--- config.mk ---
export PLATFORM = sky130hd
export DESIGN_NAME = dcache_dm_wb
export DESIGN_NICKNAME = d
export VERILOG_FILES = /design/src/rtl/dcache_pkg.sv /design/src/rtl/dcache_line_array.sv /design/src/rtl/dcache_dm_wb.sv
export SDC_FILE = /design/constraint.sdc
export NUM_CORES = 2
export LEC_CHECK = 0
export ABC_AREA = 1
export CORE_AREA = 2 2 396 398
export CTS_CLUSTER_DIAMETER = 100
export DETAILED_ROUTE_END_ITERATION = 10
export DIE_AREA = 0 0 398 400
export GPL_TIMING_DRIVEN = 0
export PLACE_DENSITY_LB_ADDON = 0.3
export RECOVER_POWER = 50
export SYNTH_ARGS = -nofsm -noshare
export SYNTH_HDL_FRONTEND = slang
export SYNTH_HIERARCHICAL = 1
export SYNTH_SLANG_ARGS = --single-unit
--- constraint.sdc ---
create_clock -name clk -period 5 [get_ports clk]
set_input_delay 0.5 -clock clk [delete_from_list [all_inputs] [get_ports clk]]
set_output_delay 0.5 -clock clk [all_outputs]
set_load 0.005 [all_outputs]
--- src/rtl/dcache_pkg.sv ---
// Shared constants, FSM state type and line helpers for the direct-mapped
// write-back data cache.
package dcache_pkg;

  localparam int LINE_W         = 128;
  localparam int WORD_W         = 32;
  localparam int MEM_ADDR_W     = 28;
  localparam int WORDS_PER_LINE = LINE_W / WORD_W;

  typedef enum logic [1:0] {
    S_IDLE  = 2'd0,
    S_WB    = 2'd1,
    S_ALLOC = 2'd2
  } state_e;

  // Word 0 of a line sits in bits [31:0].
  function automatic logic [WORD_W-1:0] line_word(input logic [LINE_W-1:0] line,
                                                  input logic [1:0]        sel);
    line_word = line[WORD_W*sel +: WORD_W];
  endfunction

endpackage

--- src/rtl/dcache_line_array.sv ---
// Storage for NUM_LINES cache lines: valid, dirty, tag and 128-bit data.
// One asynchronous read port, one synchronous write port (refill or per-word store).
module dcache_line_array
  import dcache_pkg::*;
#(
  parameter int NUM_LINES = 8,
  parameter int IDX_W     = 3,
  parameter int TAG_W     = 25
) (
  input  logic                      clk,
  input  logic                      rst,
  input  logic [IDX_W-1:0]          idx,
  output logic                      rd_valid,
  output logic                      rd_dirty,
  output logic [TAG_W-1:0]          rd_tag,
  output logic [LINE_W-1:0]         rd_data,
  input  logic                      fill_en,
  input  logic [TAG_W-1:0]          fill_tag,
  input  logic [LINE_W-1:0]         fill_data,
  input  logic [WORDS_PER_LINE-1:0] word_we,
  input  logic [LINE_W-1:0]         word_data
);

  logic [NUM_LINES-1:0] valid_q, valid_d;
  logic [NUM_LINES-1:0] dirty_q, dirty_d;
  logic [TAG_W-1:0]     tag_q  [NUM_LINES];
  logic [TAG_W-1:0]     tag_d  [NUM_LINES];
  logic [LINE_W-1:0]    data_q [NUM_LINES];
  logic [LINE_W-1:0]    data_d [NUM_LINES];

  assign rd_valid = valid_q[idx];
  assign rd_dirty = dirty_q[idx];
  assign rd_tag   = tag_q[idx];
  assign rd_data  = data_q[idx];

  // A refill installs a clean line; a store marks the line dirty.
  always_comb begin
    valid_d = valid_q;
    dirty_d = dirty_q;
    tag_d   = tag_q;
    data_d  = data_q;
    if (fill_en) begin
      valid_d[idx] = 1'b1;
      dirty_d[idx] = 1'b0;
      tag_d[idx]   = fill_tag;
      data_d[idx]  = fill_data;
    end else if (|word_we) begin
      dirty_d[idx] = 1'b1;
      for (int w = 0; w < WORDS_PER_LINE; w++) begin
        if (word_we[w]) begin
          data_d[idx][w*WORD_W +: WORD_W] = word_data[w*WORD_W +: WORD_W];
        end
      end
    end
  end

  always_ff @(posedge clk) begin
    if (rst) begin
      valid_q <= '0;
      dirty_q <= '0;
    end else begin
      valid_q <= valid_d;
      dirty_q <= dirty_d;
    end
  end

  always_ff @(posedge clk) begin
    tag_q  <= tag_d;
    data_q <= data_d;
  end

endmodule

--- src/rtl/dcache_dm_wb.sv ---
// Direct-mapped, write-back, write-allocate data cache between the core data
// port and a slow line-based memory. Top level holds the FSM and muxing only.
module dcache_dm_wb
  import dcache_pkg::*;
#(
  parameter int NUM_LINES = 8,
  parameter int ADDR_W    = 30
) (
  input  logic                  clk,
  input  logic                  rst,
  input  logic                  proc_read,
  input  logic                  proc_write,
  input  logic [ADDR_W-1:0]     proc_addr,
  input  logic [WORD_W-1:0]     proc_wdata,
  output logic [WORD_W-1:0]     proc_rdata,
  output logic                  proc_stall,
  output logic                  mem_read,
  output logic                  mem_write,
  output logic [MEM_ADDR_W-1:0] mem_addr,
  output logic [LINE_W-1:0]     mem_wdata,
  input  logic [LINE_W-1:0]     mem_rdata,
  input  logic                  mem_ready,
  output logic [1:0]            dbg_state
);

  localparam int IDX_W = $clog2(NUM_LINES);
  localparam int TAG_W = ADDR_W - IDX_W - 2;

  state_e state_q, state_d;

  logic [IDX_W-1:0]          idx;
  logic [TAG_W-1:0]          tag;
  logic [1:0]                word_sel;
  logic                      req;
  logic                      hit;
  logic                      rd_valid;
  logic                      rd_dirty;
  logic [TAG_W-1:0]          rd_tag;
  logic [LINE_W-1:0]         rd_data;
  logic                      fill_en;
  logic [WORDS_PER_LINE-1:0] word_we;

  assign idx       = proc_addr[IDX_W+1:2];
  assign tag       = proc_addr[ADDR_W-1:IDX_W+2];
  assign word_sel  = proc_addr[1:0];
  assign req       = proc_read | proc_write;
  assign hit       = rd_valid && (rd_tag == tag);
  assign dbg_state = state_q;

  dcache_line_array #(
    .NUM_LINES (NUM_LINES),
    .IDX_W     (IDX_W),
    .TAG_W     (TAG_W)
  ) u_lines (
    .clk       (clk),
    .rst       (rst),
    .idx       (idx),
    .rd_valid  (rd_valid),
    .rd_dirty  (rd_dirty),
    .rd_tag    (rd_tag),
    .rd_data   (rd_data),
    .fill_en   (fill_en),
    .fill_tag  (tag),
    .fill_data (mem_rdata),
    .word_we   (word_we),
    .word_data ({WORDS_PER_LINE{proc_wdata}})
  );

  // Memory handshake: mem_read/mem_write are pure functions of state, so the
  // request, address and write data stay stable until mem_ready (a one-cycle
  // completion pulse) is sampled; the two requests are never high together.
  always_comb begin
    state_d    = state_q;
    mem_read   = 1'b0;
    mem_write  = 1'b0;
    mem_addr   = '0;
    mem_wdata  = '0;
    proc_stall = 1'b0;
    proc_rdata = '0;
    fill_en    = 1'b0;
    word_we    = '0;
    case (state_q)
      S_IDLE: begin
        if (req) begin
          if (hit) begin
            // A combined read+write is a store and returns no data.
            if (proc_write) begin
              word_we[word_sel] = 1'b1;
            end else begin
              proc_rdata = line_word(rd_data, word_sel);
            end
          end else begin
            proc_stall = 1'b1;
            state_d    = (rd_valid && rd_dirty) ? S_WB : S_ALLOC;
          end
        end
      end
      S_WB: begin
        proc_stall = 1'b1;
        mem_write  = 1'b1;
        mem_addr   = MEM_ADDR_W'({rd_tag, idx});
        mem_wdata  = rd_data;
        if (mem_ready) begin
          state_d = S_ALLOC;
        end
      end
      S_ALLOC: begin
        proc_stall = 1'b1;
        mem_read   = 1'b1;
        mem_addr   = MEM_ADDR_W'(proc_addr[ADDR_W-1:2]);
        // The access replays in S_IDLE, so a store merges after the refill.
        if (mem_ready) begin
          fill_en = 1'b1;
          state_d = S_IDLE;
        end
      end
      default: state_d = S_IDLE;
    endcase
  end

  always_ff @(posedge clk) begin
    if (rst) begin
      state_q <= S_IDLE;
    end else begin
      state_q <= state_d;
    end
  end

endmodule
; ---- Word-level counts from Yosys, hierarchy flattened
; Cells that the tools add are included.
[op_classes]
bitwise = 6
shifts = 1
n_eq_ne = 7
order_cmp = 6
n_reduce_logical = 10
mux = 69
[op_table]
columns = operator, count
row1 = $mux 1024, 12
row2 = $bwmux 1024, 5
row3 = $demux 128 s3, 5
row4 = $mux 128, 5
row5 = $bmux 128 s3, 1
row6 = $bwmux 200, 1
row7 = $mux 32, 5
row8 = $shiftx 128x8->32, 1
row9 = $mux 96, 1
row10 = $bmux 25 s3, 1
row11 = $demux 25 s3, 1
row12 = $mux 25, 3
row13 = $mux 64, 1
row14 = $pmux 28 s2, 1
row15 = $eq 25x25->1, 1
row16 = $mux 4, 4
row17 = $mux 8, 2
row18 = $or 8x8->8, 2
row19 = $mux 1, 10
row20 = $mux 2, 5
row21 = $and 8x8->8, 1
row22 = $ne 2x2->1 const B, 4
row23 = $not 8->8, 1
row24 = $bmux 1 s3, 2
row25 = other kinds (20), 24
[word_totals]
inputBits = 195
ff_bits = 1242

; ---- Depth between registers and ports, before layout
[depth]
ltp_word = 24
depth_mapped = 26

; ---- Cells and area by module
; The synthesis kept the hierarchy.
[by_module_without_submodules]
columns = mod, n_inst, cells_per_inst, area_per_inst_um2
row1 = dcache_line_array, 1, 6560, 58252.1
row2 = dcache_dm_wb, 1, 740, 3223.1

; ---- Worst setup path after synthesis
; No wires, ideal clock.
[synth_timing]
path_type = input to register
startpoint = in proc_addr[2]
endpoint = reg u_lines/data_q[672] (netlist name) (enable)
path_buffers = 6
t_arrival_ns = 4.396
setup_slack_ns = 0.183
setup_time_ns = 0.421
cell_stages = 23
path_cell_list = buf_6 -> inv_4 -> buf_6 -> buf_6 -> buf_6 -> nand2_1 -> nand2_1 -> nand2_1 -> nand2_1 -> nand2_1 -> nand2_1 -> inv_1 -> nand2_2 -> nand2_1 -> nor4_1 -> nand4_1 -> nor2_2 -> nand3_1 -> nor2_1 -> clkbuf_1 -> buf_1 -> nor2_1 -> nor2_1
[synth_between]
elab_chain_cells = 11
word_cells_on_any_way = 13
classes_between = eq/ne: 1 / mux: 8 / bitwise: 1 / reduce/logical: 3
[synth_lines]
columns = element, line_no
row1 = start: declaration, dcache_dm_wb.sv:13  ; input logic [ADDR_W-1:0] proc_addr,
row2 = $not 3->4 (implied by the code), dcache_line_array.sv:33  ; assign rd_tag = tag_q[idx];
row3 = $bmux 25 s3, dcache_line_array.sv:33
row4 = $mux 25 (implied by the code) (2 in a row), dcache_line_array.sv:33
row5 = net rd_tag[3], dcache_dm_wb.sv:38  ; logic [TAG_W-1:0] rd_tag;
row6 = $eq 25x25->1, dcache_dm_wb.sv:47  ; assign hit = rd_valid && (rd_tag == tag);
row7 = $logic_and 1x1->1, dcache_dm_wb.sv:47
row8 = $mux 4, dcache_dm_wb.sv:85  ; if (hit) begin
row9 = $mux 4, dcache_dm_wb.sv:84  ; if (req) begin
row10 = $mux 4, dcache_dm_wb.sv:82  ; case (state_q)
row11 = net word_we[1], dcache_dm_wb.sv:41  ; logic [WORDS_PER_LINE-1:0] word_we;
row12 = $reduce_or 4->1, dcache_line_array.sv:47  ; end else if (|word_we) begin
row13 = $reduce_bool 2->1 (no source line), -
row14 = end signal: assignment, dcache_line_array.sv:69  ; data_q <= data_d;
row15 = end: declaration, dcache_line_array.sv:28  ; logic [LINE_W-1:0] data_q [NUM_LINES];
; The timed path passes the listed nets, and every way through them passes these cells. The select of a mux whose other input is x is not followed.
; A chain may end at the register's enable or synchronous reset.

; ---- Worst setup path in the final report
[layout_timing]
startpoint = in proc_addr[4]
endpoint = out proc_rdata[31]
[layout_between]
elab_chain_cells = 9
word_cells_on_any_way = 16
classes_between = eq/ne: 1 / shift: 1 / mux: 12 / bitwise: 1 / reduce/logical: 1
[layout_lines]
columns = element, line_no
row1 = $not 3->4 (implied by the code), dcache_line_array.sv:34  ; assign rd_data = data_q[idx];
row2 = $bmux 128 s3, dcache_line_array.sv:34
row3 = $mux 128 (implied by the code) (2 in a row), dcache_line_array.sv:34
row4 = net rd_data[63], dcache_dm_wb.sv:39  ; logic [LINE_W-1:0] rd_data;
row5 = $shiftx 128x8->32, dcache_pkg.sv:19  ; line_word = line[WORD_W*sel +: WORD_W];
row6 = $mux 32, dcache_dm_wb.sv:87  ; if (proc_write) begin
row7 = $mux 32, dcache_dm_wb.sv:85
row8 = $mux 32, dcache_dm_wb.sv:84
row9 = $mux 32, dcache_dm_wb.sv:82
row10 = end: declaration, dcache_dm_wb.sv:15  ; output logic [WORD_W-1:0] proc_rdata,
; The timed path passes the listed nets, and every way through them passes these cells. The select of a mux whose other input is x is not followed.

==> metrics.csv <==
metric,value,unit
status,"finished, violations left",
violations,"max-capacitance violations, max-slew violations, negative setup slack",
fin_crit_sh,103,%
rsz0062_at_grt,true,
synthFlopType,edfxtp_1,
p_sw_share,26.5,%
drive_gt1_share,8.39,%
synth-xor-area-share,0.0427,%
finalPower,24.3,mW
seqPwrFrac,46.9,%
cts_sinks,1242,
grt_pass1_vias,51200,
final-setup-viol-count,5,
tritoncts,yes,
synthCells,7300,
synth_top_family_by_area,simple AND/OR/NAND/NOR gates,
grt_overflow,0,
vdd_drop_max,348,uV
yosys_warnings,6,
utilization,48.0,%
first_pass_iters,9,
yosys-mux-area-fraction,0,%
path_buf_inv,6,
register_area,37100,um^2
fmax,194,MHz
cts_buffers,139,
cp.arrival,4660,ps
final_nets,8102,
avgRoutedWirePerCell,31.7,um
antenna_found_initial,46,
ioPinCount,388,
yosys.area.top_type,edfxtp_1,
cpMaxStageDelayCell,buf_1,
clk_latency,820,ps
clock-root-buffer,clkbuf_16,
worst_setup_path_end_kind,output port,
syn-num-nets,7499,
finalClockSkew,38.3,ps
fin_ws,-165,ps
clock_path_buffers,3,
start_util,39.6,%
vias_per_cell,5.75,
cap_viol_max_count,10,
grt_max_degree,27,
synth_top_cells_by_count,"nand2_1, edfxtp_1, nor2_1",
hold_path_class,input port to flop,
tightest_slew,1670,ps
critPathKind,input port to output port,
ys_types,34,
route.detailed.drc,0,
cp_slowest_stage_delay,800,ps
synth_simple_gate_area_share,32.1,%
synth.top_cell.area_share,59.8,%
period_needed,5160,ps
slew_headroom,-11.2,%
p_switching,6.44,mW
syn-cell-area,61500,um^2
power_frac_clock,43.1,%
synth-compound-area-share,0.898,%
hold_ws,397,ps
drt_iter0_markers,10900,
gp_congestion,1.03,
post-place-ws,-2600,ps
crit_required,4500,ps
async_flop_share,0,%
cp_cell_sequence,"clkdlybuf4s50_1, clkbuf_4, inv_2, buf_2, buf_1, nand2_1, nand2_1, nand3_1, nand2_1, a221oi_1, nor2_4, clkdlybuf4s50_1",
ys_seq_area_share,60.4,%
leakagePower,33.3,nW
yosysMostFrequentCell,nand2_1,
die_w,398,um
synth_fa_ha_area_share,0.0814,%
rows,145,
drv_slew,99,
critPathMaxFanout,10,
synth-seq-cells,1242,
multi_input_area,20600,um^2
synth_area_per_cell,8.42,um^2
vias,58100,
fp.dieArea,159000,um^2
gr-usage-all-layers,39.3,%
fillerInstances,14700,
p_comb_share,10.0,%
synth_edf_count,1224,
coreArea,155000,um^2
ant_nets,0,
portBuffers,386,
hold_viol_final,0,
clk_transition_reported_paths,60,ps
crit_family,buffers and inverters,
synth_area_leaders,"edfxtp_1, nand2_1, nor2_1, inv_1, buf_6",
wirelength,321000,um
fp.dieH,400,um
area_growth,21.1,%
p_per_area,326,nW/um^2
internal-power,17.8,mW
start_kind,input port,
grt_pass1_wl,424000,um
ctsHtreeMaxLevel,4,
hpwl,225000,um
path_common_cell,nand2_1,
[state kept, by name (all words and copies together) (netlist names), named ones only]
name	cells
u_lines/valid_q	8
u_lines/tag_q	200
dbg_state	2
u_lines/data_q	1024
[worst register-to-register path: stages (launching register included)]
cell	delay, ps
dfxtp_1	370
inv_1	110
ha_1	160
clkbuf_1	350
clkbuf_1	410
nand2_1	240
inv_1	100
buf_2	420
clkbuf_1	700
nand2_1	220
inv_1	1030
[final cells by class]
type / instances / area share [%]
well taps: 2058 / 3.46
diodes: 38 / 0.128
clock inverters: 79 / 1.22
flip-flops and latches: 1242 / 49.9
repair buffers: 463 / 7.03
inverters: 351 / 1.78
clock buffers: 171 / 4.92
plain buffers: 442 / 3.88
multi-input cells: 5264 / 27.7
[repair_timing]
item	in CTS	in global routing
buffers inserted	39	0
hold endpoints to repair	0	0
pin swaps	24	3
setup endpoints to repair	2065	469
hold buffers	0	0
resized for setup	62	25
[layer usage]
metal | part of all wire [%] | routed length, um | global-route usage, % | up-vias
li1 | - | - | - | 24200
met1 | 35 | 112000 | 48.6 | 27400
met2 | 40 | 128000 | 54.5 | 5327
met3 | 16 | 52600 | 17.1 | 1158
met4 | 8.7 | 27800 | 28.5 | 36
met5 | 0.12 | 385 | 0.303 | -
[stage by stage]
| step | cells | setup TNS, ps | cell area, um^2 |
|---|---|---|---|
| detailed placement | 9778 | -3551910 | 68900 |
| finish | 10100 | -489 | 74400 |
| CTS | 10100 | 0 | 74200 |
| floorplan | 7300 | 0 | 61500 |
| global placement | 9744 | -6599730 | 67900 |
| global route | 10100 | -124 | 74300 |
[logic make-up after synthesis]
group | Yosys count
adder cells (fa/ha/maj) | 4
XOR/XNOR | 3
flip-flops | 1242
AND/OR/NAND/NOR | 5173
AO/OA/AOI/OAI | 84
buffers and inverters | 794
[final timing paths]
check                             startpoint                 end  slack (ps)  depth (start not counted)
worst max-delay path            proc_addr[4]      proc_rdata[31]        -160                         12
worst min register to register          flop                flop         450                          2
worst max register to register  dbg_state[0]  u_lines/tag_q[118]         470                         10
worst min-delay path                     rst        dbg_state[0]         400                          2
[placed cells by master, fill, tap and decap left out, types with 42 or more instances in the layout]
| cell | synthesis | layout |
|---|---|---|
| buf_2 | 156 | 149 |
| nand3_1 | 172 | 171 |
| inv_1 | 340 | 337 |
| buf_4 | 37 | 64 |
| nand2_1 | 3851 | 3850 |
| edfxtp_1 | 1224 | 1224 |
| clkbuf_1 | 123 | 102 |
| buf_12 | 0 | 48 |
| clkbuf_16 | 0 | 142 |
| nor2_1 | 1127 | 1085 |
| clkdlybuf4s50_1 | 0 | 366 |
| buf_6 | 91 | 90 |
| a21oi_1 | 42 | 42 |
[power by group through the flow]
stage                     sequential, mW  combinational [mW]  clock [mW]
after floorplan                     11.6               0.919           0
after global placement              11.6                2.19           0
after detailed placement            11.6                2.23           0
after CTS                           11.4                2.27        10.4
after global routing                11.4                2.40        10.8
final                               11.4                2.42        10.5
(Power assumes the default switching activity.)
